[config.mk]
export PLATFORM = sky130hd
export DESIGN_NAME = fetch_unit_flat
export DESIGN_NICKNAME = d
export VERILOG_FILES = /design/src/rtl/fetch_pkg.sv /design/src/rtl/fetch_if.sv /design/src/rtl/fetch_queue.sv /design/src/rtl/fetch_unit.sv /design/src/flat_wrapper.sv
export SDC_FILE = /design/constraint.sdc
export NUM_CORES = 1
export LEC_CHECK = 0
export CAP_MARGIN = 10
export CORE_MARGIN = 2
export CORE_UTILIZATION = 54
export CTS_CLUSTER_DIAMETER = 30
export DETAILED_ROUTE_END_ITERATION = 8
export HOLD_SLACK_MARGIN = 0.08
export PLACE_DENSITY = 0.8
export SYNTH_ARGS = -nofsm -noshare
export SYNTH_HDL_FRONTEND = slang
export SYNTH_HIERARCHICAL = 1
export SYNTH_SLANG_ARGS = --single-unit
[constraint.sdc]
create_clock -name clk -period 3.25 [get_ports clk]
set_input_delay 0.8125 -clock clk [delete_from_list [all_inputs] [get_ports clk]]
set_output_delay 0.8125 -clock clk [all_outputs]
set_load 0.01 [all_outputs]
[src/rtl/fetch_pkg.sv]
// Shared types and constants for the instruction fetch stage.
package fetch_pkg;

   localparam int unsigned INSTR_W = 32;
   localparam int unsigned PC_W    = 2 * INSTR_W;
   localparam logic [PC_W-1:0] PC_STEP = PC_W'(4);

   typedef enum logic [1:0] {
      REQ,
      WAIT,
      DISCARD
   } fetch_state_e;

   typedef struct packed {
      logic [PC_W-1:0]    pc;
      logic [INSTR_W-1:0] instr;
   } fetch_entry_t;

endpackage

[src/rtl/fetch_if.sv]
// Fetch-stage bus: EX redirect, IF->ID buffer handshake and instruction-memory port.
interface fetch_if;
   import fetch_pkg::*;

   logic               redirect_valid;
   logic [PC_W-1:0]    redirect_pc;
   logic               id_ready;
   logic               fetch_valid;
   logic [PC_W-1:0]    pc_out;
   logic [INSTR_W-1:0] instr_out;
   logic               imem_req;
   logic [PC_W-1:0]    imem_addr;
   logic               imem_gnt;
   logic               imem_rvalid;
   logic [INSTR_W-1:0] imem_rdata;

   modport master (
      input  redirect_valid, redirect_pc, id_ready, imem_gnt, imem_rvalid, imem_rdata,
      output fetch_valid, pc_out, instr_out, imem_req, imem_addr
   );

   modport slave (
      output redirect_valid, redirect_pc, id_ready, imem_gnt, imem_rvalid, imem_rdata,
      input  fetch_valid, pc_out, instr_out, imem_req, imem_addr
   );

endinterface

[src/rtl/fetch_queue.sv]
// Small synchronous FIFO of fetched {pc, instr} entries with a flush port.
module fetch_queue
   import fetch_pkg::*;
#(
   parameter  int unsigned DEPTH = 2,
   localparam int unsigned PTR_W = $clog2(DEPTH),
   localparam int unsigned CNT_W = PTR_W + 1
) (
   input  logic             clk,
   input  logic             rst_n,
   input  logic             push,
   input  logic             pop,
   input  logic             clear,
   input  fetch_entry_t     wdata,
   output fetch_entry_t     head,
   output logic             empty,
   output logic [CNT_W-1:0] count
);

   fetch_entry_t     mem [DEPTH];
   logic [PTR_W-1:0] wr_ptr;
   logic [PTR_W-1:0] rd_ptr;

   // Power-of-two depth lets the pointers wrap naturally.
   always_ff @(posedge clk or negedge rst_n) begin
      if (!rst_n) begin
         wr_ptr <= '0;
         rd_ptr <= '0;
         count  <= '0;
         for (int unsigned i = 0; i < DEPTH; i++) mem[i] <= '0;
      end else if (clear) begin
         wr_ptr <= '0;
         rd_ptr <= '0;
         count  <= '0;
      end else begin
         if (push) begin
            mem[wr_ptr] <= wdata;
            wr_ptr      <= wr_ptr + PTR_W'(1);
         end
         if (pop) rd_ptr <= rd_ptr + PTR_W'(1);
         count <= count + CNT_W'(push) - CNT_W'(pop);
      end
   end

   assign empty = (count == '0);
   assign head  = empty ? '0 : mem[rd_ptr];

endmodule

[src/rtl/fetch_unit.sv]
// Instruction fetch stage: PC, single-outstanding imem requests, redirect handling
// and a fetch queue feeding the IF->ID buffer.
module fetch_unit
   import fetch_pkg::*;
#(
   parameter int unsigned  N          = INSTR_W,
   parameter logic [2*N-1:0] RESET_PC = '0,
   parameter int unsigned  FIFO_DEPTH = 2
) (
   input  logic clk,
   input  logic rst_n,
   fetch_if.master bus
);

   localparam int unsigned CNT_W = $clog2(FIFO_DEPTH) + 1;

   fetch_state_e     state_q, state_d;
   logic [PC_W-1:0]  fetch_pc_q, fetch_pc_d;
   logic [PC_W-1:0]  req_pc_q, req_pc_d;
   logic             push, pop, clear;
   logic             outstanding, credit, req;
   logic             empty;
   logic [CNT_W-1:0] count;
   fetch_entry_t     head;
   fetch_entry_t     wdata;

   // Credit covers queued entries plus the one in flight, so the queue never overflows.
   assign outstanding = (state_q != REQ);
   assign credit      = (32'(count) + 32'(outstanding)) < FIFO_DEPTH;
   assign req         = rst_n && (state_q == REQ) && credit;

   always_ff @(posedge clk or negedge rst_n) begin
      if (!rst_n) begin
         state_q    <= REQ;
         fetch_pc_q <= PC_W'(RESET_PC);
         req_pc_q   <= '0;
      end else begin
         state_q    <= state_d;
         fetch_pc_q <= fetch_pc_d;
         req_pc_q   <= req_pc_d;
      end
   end

   always_comb begin
      state_d    = state_q;
      fetch_pc_d = fetch_pc_q;
      req_pc_d   = req_pc_q;
      push       = 1'b0;
      case (state_q)
         REQ: begin
            if (req && bus.imem_gnt) begin
               state_d    = bus.redirect_valid ? DISCARD : WAIT;
               req_pc_d   = fetch_pc_q;
               fetch_pc_d = fetch_pc_q + PC_STEP;
            end
         end
         WAIT: begin
            if (bus.imem_rvalid) begin
               state_d = REQ;
               push    = !bus.redirect_valid;
            end else if (bus.redirect_valid) begin
               state_d = DISCARD;
            end
         end
         DISCARD: begin
            if (bus.imem_rvalid) state_d = REQ;
         end
         default: state_d = REQ;
      endcase
      // A redirect wins over the sequential increment.
      if (bus.redirect_valid) fetch_pc_d = {bus.redirect_pc[PC_W-1:2], 2'b00};
   end

   assign clear = bus.redirect_valid;
   assign pop   = !empty && bus.id_ready && !bus.redirect_valid;
   assign wdata = '{pc: req_pc_q, instr: bus.imem_rdata};

   fetch_queue #(.DEPTH(FIFO_DEPTH)) u_queue (
      .clk   (clk),
      .rst_n (rst_n),
      .push  (push),
      .pop   (pop),
      .clear (clear),
      .wdata (wdata),
      .head  (head),
      .empty (empty),
      .count (count)
   );

   assign bus.fetch_valid = !empty;
   assign bus.pc_out      = head.pc;
   assign bus.instr_out   = head.instr;
   assign bus.imem_req    = req;
   assign bus.imem_addr   = rst_n ? fetch_pc_q : '0;

endmodule

[src/flat_wrapper.sv]
// flat-port wrapper written by rule: the top's interface ports become plain ports
module fetch_unit_flat import fetch_pkg::*;
#(
   parameter int unsigned  N          = INSTR_W,
   parameter logic [2*N-1:0] RESET_PC = '0,
   parameter int unsigned  FIFO_DEPTH = 2
)
  (clk, rst_n, bus_redirect_valid, bus_redirect_pc, bus_id_ready, bus_imem_gnt, bus_imem_rvalid, bus_imem_rdata, bus_fetch_valid, bus_pc_out, bus_instr_out, bus_imem_req, bus_imem_addr);
  fetch_if bus_i ();
  input  logic clk;
  input  logic rst_n;
  input wire logic [$bits(bus_i.redirect_valid)-1:0] bus_redirect_valid;
  input wire logic [$bits(bus_i.redirect_pc)-1:0] bus_redirect_pc;
  input wire logic [$bits(bus_i.id_ready)-1:0] bus_id_ready;
  input wire logic [$bits(bus_i.imem_gnt)-1:0] bus_imem_gnt;
  input wire logic [$bits(bus_i.imem_rvalid)-1:0] bus_imem_rvalid;
  input wire logic [$bits(bus_i.imem_rdata)-1:0] bus_imem_rdata;
  output wire logic [$bits(bus_i.fetch_valid)-1:0] bus_fetch_valid;
  output wire logic [$bits(bus_i.pc_out)-1:0] bus_pc_out;
  output wire logic [$bits(bus_i.instr_out)-1:0] bus_instr_out;
  output wire logic [$bits(bus_i.imem_req)-1:0] bus_imem_req;
  output wire logic [$bits(bus_i.imem_addr)-1:0] bus_imem_addr;
  assign bus_i.redirect_valid = bus_redirect_valid;
  assign bus_i.redirect_pc = bus_redirect_pc;
  assign bus_i.id_ready = bus_id_ready;
  assign bus_i.imem_gnt = bus_imem_gnt;
  assign bus_i.imem_rvalid = bus_imem_rvalid;
  assign bus_i.imem_rdata = bus_imem_rdata;
  assign bus_fetch_valid = bus_i.fetch_valid;
  assign bus_pc_out = bus_i.pc_out;
  assign bus_instr_out = bus_i.instr_out;
  assign bus_imem_req = bus_i.imem_req;
  assign bus_imem_addr = bus_i.imem_addr;
  fetch_unit #(.N(N), .RESET_PC(RESET_PC), .FIFO_DEPTH(FIFO_DEPTH)) u_core (.clk(clk), .rst_n(rst_n), .bus(bus_i));
endmodule
==> summary.txt <==
Hold Fails Final Rpt -> 0
Synth Area in Compound Gates -> 4.40%
ys async rst share -> 100%
CTS buffer count -> 67
largest family of logic cells by synthesized area -> multiplexers
top cell type's share of synthesized area -> 51.5%
top cells by area, synth -> dfrtp_1 (51%), mux2_2 (14%), mux2i_1 (6.3%)
drt initial violations -> 1016
vias in the first global route -> 12931
CP arrival -> 2.26 ns
routing usage on met1 -> 38.6%
commonest non-fill, non-tap cell in the layout -> dfrtp_1
routed wire length per instance -> 20.2 µm
Req. time, crit path -> 2.44 ns
Max Clock Skew -> 0.0176 ns
mux contribution to synthesized area -> 20.4%
post-synthesis cell area -> 0.0157 mm²
CP Capture Type -> output pin
CTS H-tree lvls -> 3
sequential element share of the synthesized area -> 51.5%
# DRC -> 0
gr busiest metal -> met2
Synth Area in XOR/XNOR -> 1.82%
fraction of the mapped netlist area in simple logic gates -> 18.1%
final hold slack -> 0.109 ns
Root Driver -> clkbuf_16
grt total ovfl -> 0
Period minus WS final -> 3.07 ns
max-cap check violation count -> 0
EDFF count, synth -> 0
global-route wire length before repair -> 70400 µm
Crit Path Category -> reg -> out
clock sinks -> 322
fin util -> 73.8%
CP cell instances -> buf_12, mux2i_1, nor2_1, clkdlybuf4s50_1
routed vias/inst -> 5.74
Seq cells post-synth -> 322
design area -> 0.0211 mm²
most frequent cells in the layout -> dfrtp_1 (321), nand2_1 (262), clkdlybuf4s50_1 (257)
number of port buffers -> 259
Die Wd -> 174 µm
TritonCTS clock tree -> built
Post-DP HPWL -> 28700 µm
IO Pins -> 264
share of layout cells above drive strength 1 -> 21.5%
Hold WC Path Type -> in -> async
adder-cell share of the synthesized area -> 0.240%
Die Area -> 0.0304 mm²
crit path max fanout -> 33
Syn Area/Cell -> 10.7 µm²
R2R depth -> 7
# fillers -> 1965
worst path bufs/invs -> 2
Pwr Density -> 646 mW/mm²
max frequency -> 0.325 GHz
routed wire length -> 44100 µm
clock tree buffer depth -> 3
Tcrit/Tclk final -> 94.5%
GP Congestion -> 0.868
largest net degree at the start of global routing -> 67
final setup vio count -> 0
yosys warns -> 6
Final ANT Viol Nets -> 0
CP max stage delay -> 0.64 ns
# rows -> 62
Synth-to-Final Area Change -> 34.9%
setup tns final -> 0 ns
vias -> 12550
slew margin rel. -> 43.0%
outcome -> finished clean
Initial Utilization -> 54.7%
Mapped Cells -> 1461
Placed Area -> 0.0188 mm²
clock-pin transition on the worst setup and hold timing paths -> 0.05 ns
Peak VDD IR -> 0.000360 V
Leak -> 0.00933 µW
GR Util met3 -> 4.94%
met2 Resource Use GR -> 48.4%
r2r endpoint -> u_core/fetch_pc_q[44]
total iterations of the first detailed-routing run -> 5
Worst Max-Slew Pin Slew -> 0.855 ns
clk_lat worst skew -> 0.55 ns
RSZ-0062 raised after global routing -> no
fin nets -> 1854
post-synth top area cell -> dfrtp_1
startpoint types -> flip-flop
core area -> 0.0286 mm²
fin. max-slew vios -> 0
die height -> 174 µm
antenna violations before repair -> 0
post-cts resize count -> 0
global-route usage over all layers -> 29.3%
worst r2r src -> u_core/fetch_pc_q[3]
Worst R2R Setup Slack -> 0.50 ns
top_reg_cell synth -> dfrtp_1
highest-delay cell along the critical path -> clkdlybuf4s50_1
Distinct cells, synth -> 67
total power -> 13600 µW
delay-heaviest family, CP -> buffers and inverters
[metrics by stage]
stage                     instances  setup slack [ns]
after floorplan                1466             0.745
after global placement         2062             0.389
after detailed placement       2062             0.378
after CTS                      2186             0.146
after global routing           2186            0.0831
final                          2187             0.177
[logic make-up after synthesis]
kind of cell	count (synthesis)
AND/OR/NAND/NOR	596
adder cells (fa/ha/maj)	3
flip-flops	322
multiplexers	294
XOR/XNOR	31
AO/OA/AOI/OAI	106
other	1
buffers and inverters	108
[flip-flops by register name, indices dropped and copies added (netlist names)]
signal	flops
u_core/u_queue/count	2
u_core/u_queue/rd_ptr	1
u_core/req_pc_q	62
u_core/u_queue/wr_ptr	1
u_core/state_q	2
u_core/fetch_pc_q	62
u_core/u_queue/mem	192
[how the worst max path moves through the flow]
stage                       startpoint                     to  cells after the start
2_1_floorplan                    rst_n  u_core/fetch_pc_q[18]                      7
3_3_place_gp                     rst_n      bus_imem_addr[23]                      4
3_5_place_dp                     rst_n      bus_imem_addr[23]                      4
4_1_cts        u_core/u_queue/count[1]         bus_pc_out[63]                      4
5_1_grt        u_core/u_queue/count[1]         bus_pc_out[63]                      4
6_report         u_core/u_queue/rd_ptr         bus_pc_out[63]                      4
[metal layers]
layer / part of all wire [%] / vias up
li1: - / 5658
met1: 41 / 6221
met2: 49 / 574
met3: 7.1 / 97
met4: 3.1 / 0
met5: 0 / -
[area by class of cell]
cell class / count / area, µm² / share of cell area, %
Antenna cell: 1 / 2.50 / 0.0118
Clock buffer: 89 / 1930 / 9.15
Clock inverter: 33 / 415 / 1.97
Inverter: 10 / 37.5 / 0.178
Multi-Input combinational cell: 1036 / 7070 / 33.5
Sequential cell: 322 / 8060 / 38.2
Tap cell: 384 / 480 / 2.27
Timing Repair Buffer: 312 / 3120 / 14.8
[cells in the mapped netlist (all sizes together), types with 8 or more instances]
cell	instances
xnor2	14
nor4	14
a21oi	11
nand3	47
and2	70
and3	14
inv	9
mux2i	99
nor3	20
o311ai	10
nor2	117
mux2	195
buf	52
o21ai	48
dfrtp	322
nand4	21
clkbuf	44
xor2	16
o211ai	8
nand2	264
[report_power, final]
part	leakage, µW	internal, µW	switching [µW]
clock	0.00113	4740	2190
sequential	0.00425	4600	476
combinational	0.00396	833	801
[timing repair]
action	CTS	global route
hold buffers	0	0
setup buffers	2	0
endpoints found under the setup margin	2	0
Power figures use the tool's default switching activity.
